<file path="src/rtl/irq_pkg.sv">
// rtl/irq_pkg.sv - shared types and defaults for the interrupt source unit
//
// Purpose: controller state encoding and the default source count, shared by
// the interface, the priority encoder and the top level.
package irq_pkg;

    localparam int N_SRC_DEFAULT = 16;

    typedef enum logic [1:0] {
        IDLE = 2'd0,
        REQ  = 2'd1,
        GAP  = 2'd2
    } irq_state_e;

endpackage

</file>
<file path="src/rtl/irq_source_unit_if.sv">
// rtl/irq_source_unit_if.sv - source/mask/request/return signal bundle
//
// Purpose: groups every non-clock signal of irq_source_unit.
// Ports (slave = unit side):
//   src_i      in   N_SRC  interrupt lines, rising edge raises an event
//   en_i       in   N_SRC  per-source enable mask
//   irq_ret_i  in   1      handler-returned strobe from the core
//   irq_req_o  out  1      request to the core
//   irq_id_o   out  ID_W   index being requested/served
//   pending_o  out  N_SRC  pending register
//   busy_o     out  1      source in service
import irq_pkg::*;

interface irq_source_unit_if #(
    parameter int N_SRC = N_SRC_DEFAULT,
    parameter int ID_W  = $clog2(N_SRC)
);
    logic [N_SRC-1:0] src_i;
    logic [N_SRC-1:0] en_i;
    logic             irq_ret_i;
    logic             irq_req_o;
    logic [ID_W-1:0]  irq_id_o;
    logic [N_SRC-1:0] pending_o;
    logic             busy_o;

    modport slave (
        input  src_i, en_i, irq_ret_i,
        output irq_req_o, irq_id_o, pending_o, busy_o
    );

    modport master (
        output src_i, en_i, irq_ret_i,
        input  irq_req_o, irq_id_o, pending_o, busy_o
    );
endinterface

</file>
<file path="src/rtl/irq_prio_enc.sv">
// rtl/irq_prio_enc.sv - lowest-index-wins combinational priority encoder
//
// Purpose: returns the index of the lowest set request bit and a valid flag.
// Ports:
//   req  in   W      request vector
//   idx  out  IDX_W  index of lowest set bit (0 when none set)
//   vld  out  1      any request bit set
import irq_pkg::*;

module irq_prio_enc #(
    parameter int W     = N_SRC_DEFAULT,
    parameter int IDX_W = $clog2(W)
) (
    input  logic [W-1:0]     req,
    output logic [IDX_W-1:0] idx,
    output logic             vld
);

    // Scan from the top down so the last hit, the lowest index, wins.
    always_comb begin
        idx = '0;
        for (int i = W - 1; i >= 0; i--) begin
            if (req[i]) begin
                idx = IDX_W'(i);
            end
        end
    end

    assign vld = |req;

endmodule

</file>
<file path="src/rtl/irq_source_unit.sv">
// rtl/irq_source_unit.sv - edge-latched, fixed-priority interrupt source unit
//
// Purpose: latches rising edges of N_SRC lines into a pending register,
// picks the lowest enabled pending index, holds a request to the core until
// the return strobe, clears the served bit and forces one idle request cycle.
// Ports:
//   clk_i  in  1  system clock
//   rst_i  in  1  asynchronous active-low reset
//   bus    slave modport of irq_source_unit_if (sources, mask, handshake)
import irq_pkg::*;

module irq_source_unit #(
    parameter int N_SRC = N_SRC_DEFAULT,
    parameter int ID_W  = $clog2(N_SRC)
) (
    input  logic               clk_i,
    input  logic               rst_i,
    irq_source_unit_if.slave   bus
);

    localparam logic [1:0] ST_IDLE = IDLE;
    localparam logic [1:0] ST_REQ  = REQ;
    localparam logic [1:0] ST_GAP  = GAP;

    logic [N_SRC-1:0] src_q;
    logic [N_SRC-1:0] pending;
    logic [N_SRC-1:0] rise;
    logic [N_SRC-1:0] clr;
    logic [N_SRC-1:0] cand;
    logic [1:0]       state;
    logic [1:0]       state_nxt;
    logic [ID_W-1:0]  id_q;
    logic [ID_W-1:0]  win_id;
    logic             win_vld;
    logic             req_q;

    assign rise = bus.src_i & ~src_q;
    assign cand = pending & bus.en_i;

    // Only a return seen while serving clears anything; strays are ignored.
    always_comb begin
        clr = '0;
        if (state == ST_REQ && bus.irq_ret_i) begin
            clr[id_q] = 1'b1;
        end
    end

    irq_prio_enc #(
        .W     (N_SRC),
        .IDX_W (ID_W)
    ) u_prio_enc (
        .req (cand),
        .idx (win_id),
        .vld (win_vld)
    );

    always_comb begin
        state_nxt = state;
        case (state)
            ST_IDLE: if (win_vld)       state_nxt = ST_REQ;
            ST_REQ:  if (bus.irq_ret_i) state_nxt = ST_GAP;
            ST_GAP:                     state_nxt = ST_IDLE;
            default:                    state_nxt = ST_IDLE;
        endcase
    end

    always_ff @(posedge clk_i or negedge rst_i) begin
        if (!rst_i) begin
            src_q   <= '0;
            pending <= '0;
            state   <= ST_IDLE;
            id_q    <= '0;
            req_q   <= 1'b0;
        end else begin
            src_q   <= bus.src_i;
            // Set after clear: an edge in the return cycle keeps the bit.
            pending <= (pending & ~clr) | rise;
            state   <= state_nxt;
            if (state == ST_IDLE && win_vld) begin
                id_q <= win_id;
            end
            // Request flop mirrors the next state so the output has no
            // decode logic between register and pin.
            req_q   <= (state_nxt == ST_REQ);
        end
    end

    assign bus.irq_req_o = req_q;
    assign bus.busy_o    = req_q;
    assign bus.irq_id_o  = id_q;
    assign bus.pending_o = pending;

endmodule

</file>
<file path="src/flat_wrapper.sv">
// flat-port wrapper written by rule: the top's interface ports become plain ports
module irq_source_unit_flat 
#(
    parameter int N_SRC = N_SRC_DEFAULT,
    parameter int ID_W  = $clog2(N_SRC)
)
  (clk_i, rst_i, bus_src_i, bus_en_i, bus_irq_ret_i, bus_irq_req_o, bus_irq_id_o, bus_pending_o, bus_busy_o);
  irq_source_unit_if #(.N_SRC(N_SRC), .ID_W(ID_W)) bus_i ();
  input  logic clk_i;
  input  logic rst_i;
  input wire logic [$bits(bus_i.src_i)-1:0] bus_src_i;
  input wire logic [$bits(bus_i.en_i)-1:0] bus_en_i;
  input wire logic [$bits(bus_i.irq_ret_i)-1:0] bus_irq_ret_i;
  output wire logic [$bits(bus_i.irq_req_o)-1:0] bus_irq_req_o;
  output wire logic [$bits(bus_i.irq_id_o)-1:0] bus_irq_id_o;
  output wire logic [$bits(bus_i.pending_o)-1:0] bus_pending_o;
  output wire logic [$bits(bus_i.busy_o)-1:0] bus_busy_o;
  assign bus_i.src_i = bus_src_i;
  assign bus_i.en_i = bus_en_i;
  assign bus_i.irq_ret_i = bus_irq_ret_i;
  assign bus_irq_req_o = bus_i.irq_req_o;
  assign bus_irq_id_o = bus_i.irq_id_o;
  assign bus_pending_o = bus_i.pending_o;
  assign bus_busy_o = bus_i.busy_o;
  irq_source_unit #(.N_SRC(N_SRC), .ID_W(ID_W)) u_core (.clk_i(clk_i), .rst_i(rst_i), .bus(bus_i));
endmodule
</file>
<file path="config.mk">
export PLATFORM = sky130hd
export DESIGN_NAME = irq_source_unit_flat
export DESIGN_NICKNAME = d
export VERILOG_FILES = /design/src/rtl/irq_pkg.sv /design/src/rtl/irq_source_unit_if.sv /design/src/rtl/irq_prio_enc.sv /design/src/rtl/irq_source_unit.sv /design/src/flat_wrapper.sv
export SDC_FILE = /design/constraint.sdc
export NUM_CORES = 1
export LEC_CHECK = 0
export ABC_AREA = 0
export CORE_UTILIZATION = 40
export CTS_CLUSTER_SIZE = 30
export DETAILED_ROUTE_END_ITERATION = 8
export HOLD_SLACK_MARGIN = 0.02
export PLACE_DENSITY = 0.72
export SYNTH_ARGS = -nofsm -noshare
export SYNTH_HDL_FRONTEND = slang
export SYNTH_HIERARCHICAL = 1
export SYNTH_SLANG_ARGS = --single-unit
</file>
<file path="constraint.sdc">
create_clock -name clk_i -period 2.3 [get_ports clk_i]
set_clock_uncertainty 0.15 [all_clocks]
set_input_delay 0.46 -clock clk_i [delete_from_list [all_inputs] [get_ports clk_i]]
set_output_delay 0.46 -clock clk_i [all_outputs]
set_load 0.05 [all_outputs]
</file>
== Word level (Yosys, flattened, before mapping) ==
Index checks and enable logic that the tools add are counted.
Operators by class
  add/subtract/negate cells: 0
  $mul: 0
  divide/modulo/power cells: 0
  magnitude comparators: 2
  equality and inequality tests: 2
  shifts and indexed selects: 0
  multiplexer cells: 22
  bitwise operators: 6
  reduce and logical (&&, ||, !) cells: 5
Operators by type and width (number)
  $mux W4: 16
  $and A16 B16 Y16: 3
  $not A16 Y16: 2
  $mux W16: 1
  $or A16 B16 Y16: 1
  $reduce_or A16 Y1: 1
  $lt A4 B5 Y1 const B: 1
  $demux W1 S4: 1
  $eq A2 B1 Y1 const B: 2
  $ge A4 B1 Y1 const B: 1
  $mux W2: 2
  $pmux W2 S2: 1
  $logic_and A1 B1 Y1: 3
  $logic_not A2 Y1: 1
  $mux W1: 1
Storage, ports and cells
  register bits after elaboration: 39
  bits in latches: 0
  bits in writable memories: 0
  bits in read-only memories: 0
  input bits: 35
  output and inout port bits: 22
  logic and storage cells: 42
  memories: 0

== Logic depth before layout (Yosys ltp) ==
Gate-level depths: netlist (run 1).
  depth after elaboration: 17
  depth in mapped cells: 6
  gate-level depth less buffers: 6

== By module ==
Netlist (run 1), hierarchy kept.
By module, submodules not included
  irq_source_unit: instances 1, cells an instance 126, area each 1482.7 um^2, seq. area each 975.9 um^2
  irq_prio_enc: instances 1, cells an instance 34, area each 176.4 um^2, seq. area each 0.0 um^2

== Worst setup path before layout (run 1) ==
No wires, ideal clock.
  kind: reg2reg
  start point: register u_core.pending[4], in the netlist u_core/bus.pending_o[4]
  end point: register u_core.id_q[0], in the netlist u_core/bus.irq_id_o[0]
  setup time: 0.125 ns
  arrival: 1.932 ns
  required time: 2.025 ns
  slack: 0.094 ns
  cell stages (with the launch flop): 7
  path buffers: 0
  clock period less this slack: 2.206 ns
  path through: dfrtp_1 -> and2_1 -> nor4_2 -> nand3_1 -> or3_1 -> nor3b_2 -> mux2_2
Between the ends
  elaborated cells between the ends (all ways): 8
  classes of those cells: mux (5); bitwise (1); reduce/logical (2)
RTL lines
  start, declared: RTL line irq_source_unit.sv:26  | logic [N_SRC-1:0] pending;
  start signal, assigned: RTL line irq_source_unit.sv:77  | pending <= (pending & ~clr) | rise;
  $and A16 B16 Y16: RTL line irq_source_unit.sv:38  | assign cand = pending & bus.en_i;
  net u_core.cand[4]: RTL line irq_source_unit.sv:29  | logic [N_SRC-1:0] cand;
  $reduce_or A16 Y1: RTL line irq_prio_enc.sv:29  | assign vld = |req;
  net u_core.win_vld: RTL line irq_source_unit.sv:34  | logic win_vld;
  $logic_and A1 B1 Y1: RTL line irq_source_unit.sv:79  | if (state == ST_IDLE && win_vld) begin
  end signal, assigned: RTL line irq_source_unit.sv:80  | id_q <= win_id;
  end, declared: RTL line irq_source_unit.sv:32  | logic [ID_W-1:0] id_q;
The timed path passes the listed nets, and every way through them passes these cells.
A chain may end at the register's enable or synchronous reset.

== Worst setup path after layout (run 1) ==
  start point: input bus_en_i[5]
  end point: register u_core.id_q[2], in the netlist u_core/bus.irq_id_o[2]
Between the ends
  elaborated cells between the ends (all ways): 9
  classes of those cells: mux (6); bitwise (1); reduce/logical (2)
RTL lines
  start, declared: RTL line flat_wrapper.sv:12  | input wire logic [$bits(bus_i.en_i)-1:0] bus_en_i;
  $and A16 B16 Y16: RTL line irq_source_unit.sv:38
  net u_core.cand[5]: RTL line irq_source_unit.sv:29
  $reduce_or A16 Y1: RTL line irq_prio_enc.sv:29
  net u_core.win_vld: RTL line irq_source_unit.sv:34
  $logic_and A1 B1 Y1: RTL line irq_source_unit.sv:79
The timed path passes the listed nets, and every way through them passes these cells.

==> metrics.md, run 1 <==
| Metric | Value |
|---|---|
| Sequential fraction of the synthesis area | `0.588` |
| Setup slack at placement | `-0.294 ns` |
| Syn Inst Count | `160` |
| Post-synthesis sequential element count | `39` |
| Pwr Density | `772 nW/µm²` |
| CTS Buf Count | `5` |
| Synth Cell Area | `1660 µm²` |
| Port Buf Inserts | `56` |
| FP Rows | `23` |
| Leak Pwr | `1.08 nW` |
| Setup crit end kind | `flop` |
| Synth Net Count | `195` |
| Grt peak-use layer | `met2` |
| Crit share post-route | `0.972` |
| Number of inserted diodes | `0` |
| Detail-routed via count per cell | `4.89` |
| Status | `finished, final reports clean` |
| Layout cells sized above 1 | `0.164` |
| I/O pins | `57` |
| Post-synthesis area per instance | `10.4 µm²` |
| Root buffer cell | `clkbuf_8` |
| Clk_lat worst skew | `0.29 ns` |
| Total core area | `4000 µm²` |
| HPWL Detailed | `2870 µm` |
| Setup CP Type | `input port to flop` |
| Gr usage total | `0.201` |
| Met3 Track Usage GR | `0.0552` |
| Fmax | `447 MHz` |
| WL per Instance | `13.9 µm` |
| Worst Reg-to-Reg Cells | `6` |
| Total grt overflow | `0` |
| Worst Hold Endpoint | `u_core/bus.pending_o[3]` |
| Initial antenna violation count | `0` |
| Met1 usage | `0.265` |
| TNS Setup | `0 ns` |
| CP Data Arrival Time | `2.26 ns` |
| Max clock buf depth | `2` |
| WL final | `3990 µm` |
| Fin crit period | `2.24 ns` |
| Slew @ Worst Pin | `0.509 ns` |
| Grt met2 use | `0.316` |
| Via count | `1409` |
| Final worst setup slack | `0.0646 ns` |
| WHS Path Cells | `1` |
| First-pass GRT wire length | `6380 µm` |
| Clk slew on worst S/H paths | `0.07 ns` |
| Setup Viol. Count Final | `0` |
| Fillers | `324` |
| Library cells used by synthesis | `29` |
| Warnings, synthesis | `6` |
| Worst Hold Class | `flop to flop` |
| CTS tree | `built` |
| # H-tree levels | `2` |
| Drt first pass iters | `4` |
| Die area | `4410 µm²` |
| Slew Limit Fails | `0` |
| Final total power | `0.00194 W` |
| Largest net degree at the start of global routing | `40` |
| Overall die height | `66.4 µm` |
| Multi-input logic area | `623 µm²` |
| P&R area growth vs syn | `51.4%` |
| Chip width | `66.4 µm` |
| Min-delay src | `u_core/src_q[3]` |
| RSZ-0062 raised after global routing | `false` |
| Design area | `2510 µm²` |
| FF+latch area | `976 µm²` |
| Slew HR | `0.659` |
| Cell Area, Placed | `2390 µm²` |
| DRC violations left | `0` |
| CP max FO | `4` |
| Post-layout net count | `274` |
| 1st-iter DRT viols | `53` |
| Max-Cap Viols | `0` |
| CTS sink cnt | `39` |
| R2r setup slk | `0.23 ns` |
| Starting Density | `0.415` |
| Final RePlAce weighted congestion | `0.851` |
| Worst r2r src | `u_core/bus.pending_o[5]` |
| Worst vdd ir | `0.495 mV` |
| Antenna-violating nets left | `0` |
| WP data required | `2.33 ns` |
| Vias in the first global route | `1381` |
| Worst setup SP type | `input port` |
| RR Endpoint | `u_core/bus.irq_id_o[2]` |
| Hold Vio Cnt, Final | `0` |
==> worst max-delay path: stages <==
cell	delay, ns
clkdlybuf4s50_1	0.40
and2_4	0.17
nor4_4	0.30
nand3_1	0.13
or3_4	0.34
nor3b_4	0.17
mux2_2	0.28
==> cell usage in the layout, fill, tap and decap left out, types with 2 or more instances in the layout <==
master	count
a21oi_1	3
a31oi_1	2
and2_1	13
and2_4	3
buf_4	20
clkbuf_8	5
clkdlybuf4s50_1	52
dfrtp_1	39
inv_1	19
mux2_2	4
nand2_1	7
nand2b_1	3
nand3_1	3
nand3b_1	2
nor2_1	10
o21ai_0	24
o21ai_1	5
o31ai_1	7
==> layer usage <==
metal  share of wire  vias up
li1                -      702
met1            0.45      657
met2            0.48       44
met3           0.055        6
met4           0.014        0
met5               0        -
==> report_power, final <==
part / switching (W) / total, W / leakage [nW] / internal (W)
Combinational: 0.000381 / 0.000663 / 0.623 / 0.000282
Clock: 0.000215 / 0.000417 / 0.0371 / 0.000202
Sequential: 0.0000990 / 0.000858 / 0.418 / 0.000759
Total: 0.000695 / 0.00194 / 1.08 / 0.00124
==> layout make-up <==
cell class / count / share of cell area
clock buffer: 6 / 0.0289
inverter: 19 / 0.0284
multi-input combinational: 99 / 0.248
sequential: 39 / 0.389
tap: 50 / 0.0249
timing repair buffer: 75 / 0.281
==> sequential cells by signal (all words and copies together), names as in the netlist <==
name,flops
u_core/bus.irq_id_o,4
u_core/bus.pending_o,16
u_core/src_q,16
u_core/state,2
u_core/bus.busy_o,1
==> worst max-delay path by stage <==
stage / startpoint / endpoint / cells past startpoint
after floorplan: u_core/bus.pending_o[4] / u_core/bus.irq_id_o[0] / 6
after global placement: bus_en_i[4] / u_core/bus.irq_id_o[3] / 7
after detailed placement: bus_en_i[4] / u_core/bus.irq_id_o[1] / 7
after CTS: bus_en_i[4] / u_core/bus.irq_id_o[1] / 7
after global routing: bus_en_i[5] / u_core/bus.irq_id_o[2] / 7
final: bus_en_i[5] / u_core/bus.irq_id_o[2] / 7
==> Yosys cell counts (all sizes together) <==
master | instances | area (µm²)
o311a | 1 | 10.0
nand4bb | 1 | 11.3
mux2 | 4 | 45.0
or3 | 2 | 12.5
nand2 | 7 | 26.3
nor3 | 1 | 5.00
a21oi | 3 | 15.0
nor2 | 11 | 43.8
nor3b | 1 | 12.5
clkbuf | 1 | 3.75
nor4 | 2 | 18.8
and2 | 16 | 100
inv | 19 | 71.3
nand2b | 3 | 18.8
o31ai | 7 | 52.6
nand3 | 3 | 15.0
a31oi | 2 | 12.5
nand4b | 1 | 15.0
or3b | 1 | 8.76
o21ai | 29 | 145
dfrtp | 39 | 976
and3 | 1 | 6.26
o22ai | 1 | 6.26
nand3b | 2 | 15.0
buf | 2 | 12.5
==> stage by stage <==
step,hold WS (ns),std cells,util
after floorplan,0.0144,160,-
after global placement,0.245,279,0.596
after detailed placement,0.252,279,0.596
after CTS,0.261,286,0.617
after global routing,0.277,288,0.628
final,0.256,288,0.628
==> cell families after synthesis <==
logic type	synth area share
buf+inv	0.0528
simple gates	0.186
flops	0.588
compound gates	0.146
mux	0.0271
==> what timing repair did <==
item	4_1_cts	5_1_grt
endpoints found under the setup margin	0	5
hold endpoints to repair	39	0
buffers inserted	0	2
gates resized for setup	0	6
hold buffers	1	0
Power figures use the tool's default switching activity.
==> run 2: changes to the inputs <==
--- a/config.mk
+++ b/config.mk
@@ -6,6 +6,7 @@
 export NUM_CORES = 1
 export LEC_CHECK = 0
 export ABC_AREA = 0
+export ABC_CLOCK_PERIOD_IN_PS = 2300
 export CORE_UTILIZATION = 40
 export CTS_CLUSTER_SIZE = 30
 export DETAILED_ROUTE_END_ITERATION = 8
==> results of run 2 <==
Final layout, timing and power as in run 1 (identical DEF).
==> run 3: changes to the inputs <==
--- a/config.mk
+++ b/config.mk
@@ -5,13 +5,15 @@
 export SDC_FILE = /design/constraint.sdc
 export NUM_CORES = 1
 export LEC_CHECK = 0
-export ABC_AREA = 0
+export ABC_AREA = 1
 export ABC_CLOCK_PERIOD_IN_PS = 2300
 export CORE_UTILIZATION = 40
+export CTS_CLUSTER_DIAMETER = 30
 export CTS_CLUSTER_SIZE = 30
 export DETAILED_ROUTE_END_ITERATION = 8
 export HOLD_SLACK_MARGIN = 0.02
-export PLACE_DENSITY = 0.72
+export MAX_ROUTING_LAYER = met4
+export PLACE_DENSITY = 0.7
 export SYNTH_ARGS = -nofsm -noshare
 export SYNTH_HDL_FRONTEND = slang
 export SYNTH_HIERARCHICAL = 1
==> metrics.md, run 3 <==
| Metric | Value |
|---|---|
| Gr usage total | `0.175 (-0.0261)` |
| WL per Instance | `10.4 µm (-25%)` |
| Root buffer cell | `clkbuf_8` |
| Die area | `4810 µm² (+9.0%)` |
| I/O pins | `57 (unchanged)` |
| TNS Setup | `0 ns (unchanged)` |
| Drt first pass iters | `6 (+2)` |
| CTS sink cnt | `39 (unchanged)` |
| Cell family with most CP delay | `buffers and inverters` |
| XOR/XNOR Fraction of Synth Area | `0 (unchanged)` |
| Slew @ Worst Pin | `0.505 ns (-0.00397 ns)` |
| Crit share post-route | `0.934 (-0.0375)` |
| Fillers | `418 (+29%)` |
| Overall die height | `69.3 µm (+4.4%)` |
| Hold Vio Cnt, Final | `0 (unchanged)` |
| First-pass GRT wire length | `6620 µm (+3.8%)` |
| Synth Area in Simple Gates | `0.311 (+0.124)` |
| Final RePlAce weighted congestion | `0.796 (-6.4%)` |
| Synth Net Count | `282 (+45%)` |
| Syn Inst Count | `247 (+54%)` |
| Clk_lat worst skew | `0.28 ns (about the same)` |
| WP depth | `1 (-6)` |
| Worst Reg-to-Reg Cells | `8 (+2)` |
| CP Data Arrival Time | `1.54 ns (-0.72 ns)` |
| # H-tree levels | `2 (unchanged)` |
| P&R area growth vs syn | `40.4%` |
| CP max FO | `5 (+1)` |
| Fmax | `465 MHz (+4.0%)` |
| Number of inserted diodes | `0 (unchanged)` |
| Design area | `2540 µm² (+1.3%)` |
| Vias in the first global route | `1530 (+11%)` |
| Largest family of logic cells by synthesized area | `simple AND/OR/NAND/NOR gates` |
| Largest net degree at the start of global routing | `40 (unchanged)` |
| Library cells used by synthesis | `18 (-38%)` |
| WL final | `3770 µm (-5.6%)` |
| Slew HR | `0.662 (+0.00266)` |
| CP max stage cell | `clkdlybuf4s50_1` |
| Most instantiated library cell after synthesis | `nand2_1` |
| Max clock buf depth | `2 (unchanged)` |
| Final worst setup slack | `0.151 ns (+0.0863 ns)` |
| Via count | `1613 (+14%)` |
| Slew Limit Fails | `0 (unchanged)` |
| Setup crit end kind | `primary output` |
| HPWL Detailed | `2870 µm (+0.17%)` |
| Area fraction in compound gates after synthesis | `0.0297 (-0.116)` |
| Fin crit period | `2.15 ns (-0.0863 ns)` |
| Synth area leader | `dfrtp_1` |
| Synth top area share | `0.538 (-0.0499)` |
| Warnings, synthesis | `6 (unchanged)` |
| RSZ-0062 raised after global routing | `false` |
| Most frequently used flop master after synthesis | `dfrtp_1` |
| Status | `finished, final reports clean` |
| Cell Area, Placed | `2430 µm² (+2.0%)` |
| Setup slack at placement | `-0.00377 ns (+0.290 ns)` |
| Pwr Density | `1030 nW/µm² (+33%)` |
| Post-synth top cells | `nand2_1 (103), inv_1 (46), dfrtp_1 (39)` |
| Sequential fraction of the synthesis area | `0.538 (-0.0499)` |
| WP data required | `1.69 ns (-0.64 ns)` |
| Antenna-violating nets left | `0 (unchanged)` |
| Layout cells sized above 1 | `0.0611 (-0.103)` |
| Post-layout net count | `345 (+26%)` |
| Number of synthesized flops with an enable pin | `0 (unchanged)` |
| Total core area | `4350 µm² (+8.9%)` |
| Synth Cell Area | `1810 µm² (+9.3%)` |
| Final total power | `0.00262 W (+35%)` |
| Total grt overflow | `0 (unchanged)` |
| Setup Viol. Count Final | `0 (unchanged)` |
| 1st-iter DRT viols | `113 (+110%)` |
| Post-synthesis sequential element count | `39 (unchanged)` |
| Synth async-reset ratio | `1.00 (unchanged)` |
| Worst path max stage delay | `0.83 ns (+0.43 ns)` |
| Chip width | `69.3 µm (+4.4%)` |
| Most common cell after layout, fill and taps aside | `nand2_1` |
| Detail-routed via count per cell | `4.44 (-9.2%)` |
| Fin util | `0.584 (-0.0433)` |
| Number of post-CTS setup repair buffers | `0 (unchanged)` |
| WHS Path Cells | `3 (+2)` |
| FP Rows | `24 (+4.3%)` |
| DRC violations left | `0 (unchanged)` |
| Setup CP Type | `flop to primary output` |
| Mux cell area share after synthesis | `0 (-0.0271)` |
| CTS tree | `built` |
| Most frequent cells in the layout | `nand2_1 (103), clkdlybuf4s50_1 (55), inv_1 (46), dfrtp_1 (39), nor2_1 (27)` |
| Clk slew on worst S/H paths | `0.07 ns (about the same)` |
| Initial antenna violation count | `0 (unchanged)` |
| Max-Cap Viols | `0 (unchanged)` |
| CTS Buf Count | `5 (unchanged)` |
| Port Buf Inserts | `56 (unchanged)` |
| Adder-cell share of the synthesized area | `0 (unchanged)` |
| Critical path buffers and inverters | `1 (unchanged)` |
| Top cells by area, synth | `dfrtp_1 (54%), nand2_1 (21%), inv_1 (9.5%), nor2_1 (5.6%), a21oi_1 (1.7%)` |
| Leak Pwr | `1.34 nW (+24%)` |
| Worst path cell trace | `clkdlybuf4s50_1` |
| Worst Hold Class | `flop to flop` |
| Post-synthesis area per instance | `7.34 µm² (-29%)` |
| Starting Density | `0.416 (+0.00162)` |
| Worst vdd ir | `0.473 mV (-4.5%)` |
| Worst setup SP type | `flop` |
-- run 3: report_power, final --
part	internal [W]	switching (W)
clock	0.000274	0.000225
combinational	0.000383	0.000807
sequential	0.000816	0.000113
-- run 3: through the flow --
stage	hold slack, ns	instances
final	0.328	363
after global routing	0.352	363
after CTS	0.330	363
after detailed placement	0.291	354
after global placement	0.293	354
after floorplan	0.0144	247
-- run 3: per-layer routing --
layer	track usage	routed length, µm	up-vias
met5	-	0	-
met4	0.0408	25	0
met3	0.0378	225	3
met2	0.273	1790	46
met1	0.236	1720	725
li1	-	-	839
-- run 3: timing repair --
action / in CTS / in global routing
gates resized for setup: 0 / 0
endpoints found under the setup margin: 0 / 0
hold endpoints to repair: 39 / 0
hold buffers: 1 / 0
-- run 3: final cells by class --
| cell class | instances | area, µm² | area share |
|---|---|---|---|
| clock buffer | 8 | 100 | 0.0393 |
| inverter | 53 | 201 | 0.0792 |
| multi-input combinational | 153 | 617 | 0.242 |
| sequential | 39 | 976 | 0.383 |
| tap | 52 | 65.1 | 0.0256 |
| timing repair buffer | 58 | 586 | 0.230 |
-- run 3: cells by family (layout without fill, tap and decap cells) --
logic type / count (synthesis) / after routing
AND/OR/NAND/NOR: 143 / 143
AO/OA/AOI/OAI: 10 / 10
flip-flops: 39 / 39
buffers and inverters: 55 / 119
-- run 3: final timing paths --
kind                                           from                  endpoint  slack, ns
min reg2reg                         u_core/src_q[3]   u_core/bus.pending_o[3]       0.33
min                                 u_core/src_q[3]   u_core/bus.pending_o[3]       0.33
max in group asynchronous                     rst_i           u_core/src_q[1]       1.28
max                          u_core/bus.irq_id_o[0]           bus_irq_id_o[0]       0.15
min in group asynchronous                     rst_i  u_core/bus.pending_o[14]       0.53
max reg2reg                u_core/bus.pending_o[15]    u_core/bus.irq_id_o[1]       0.42
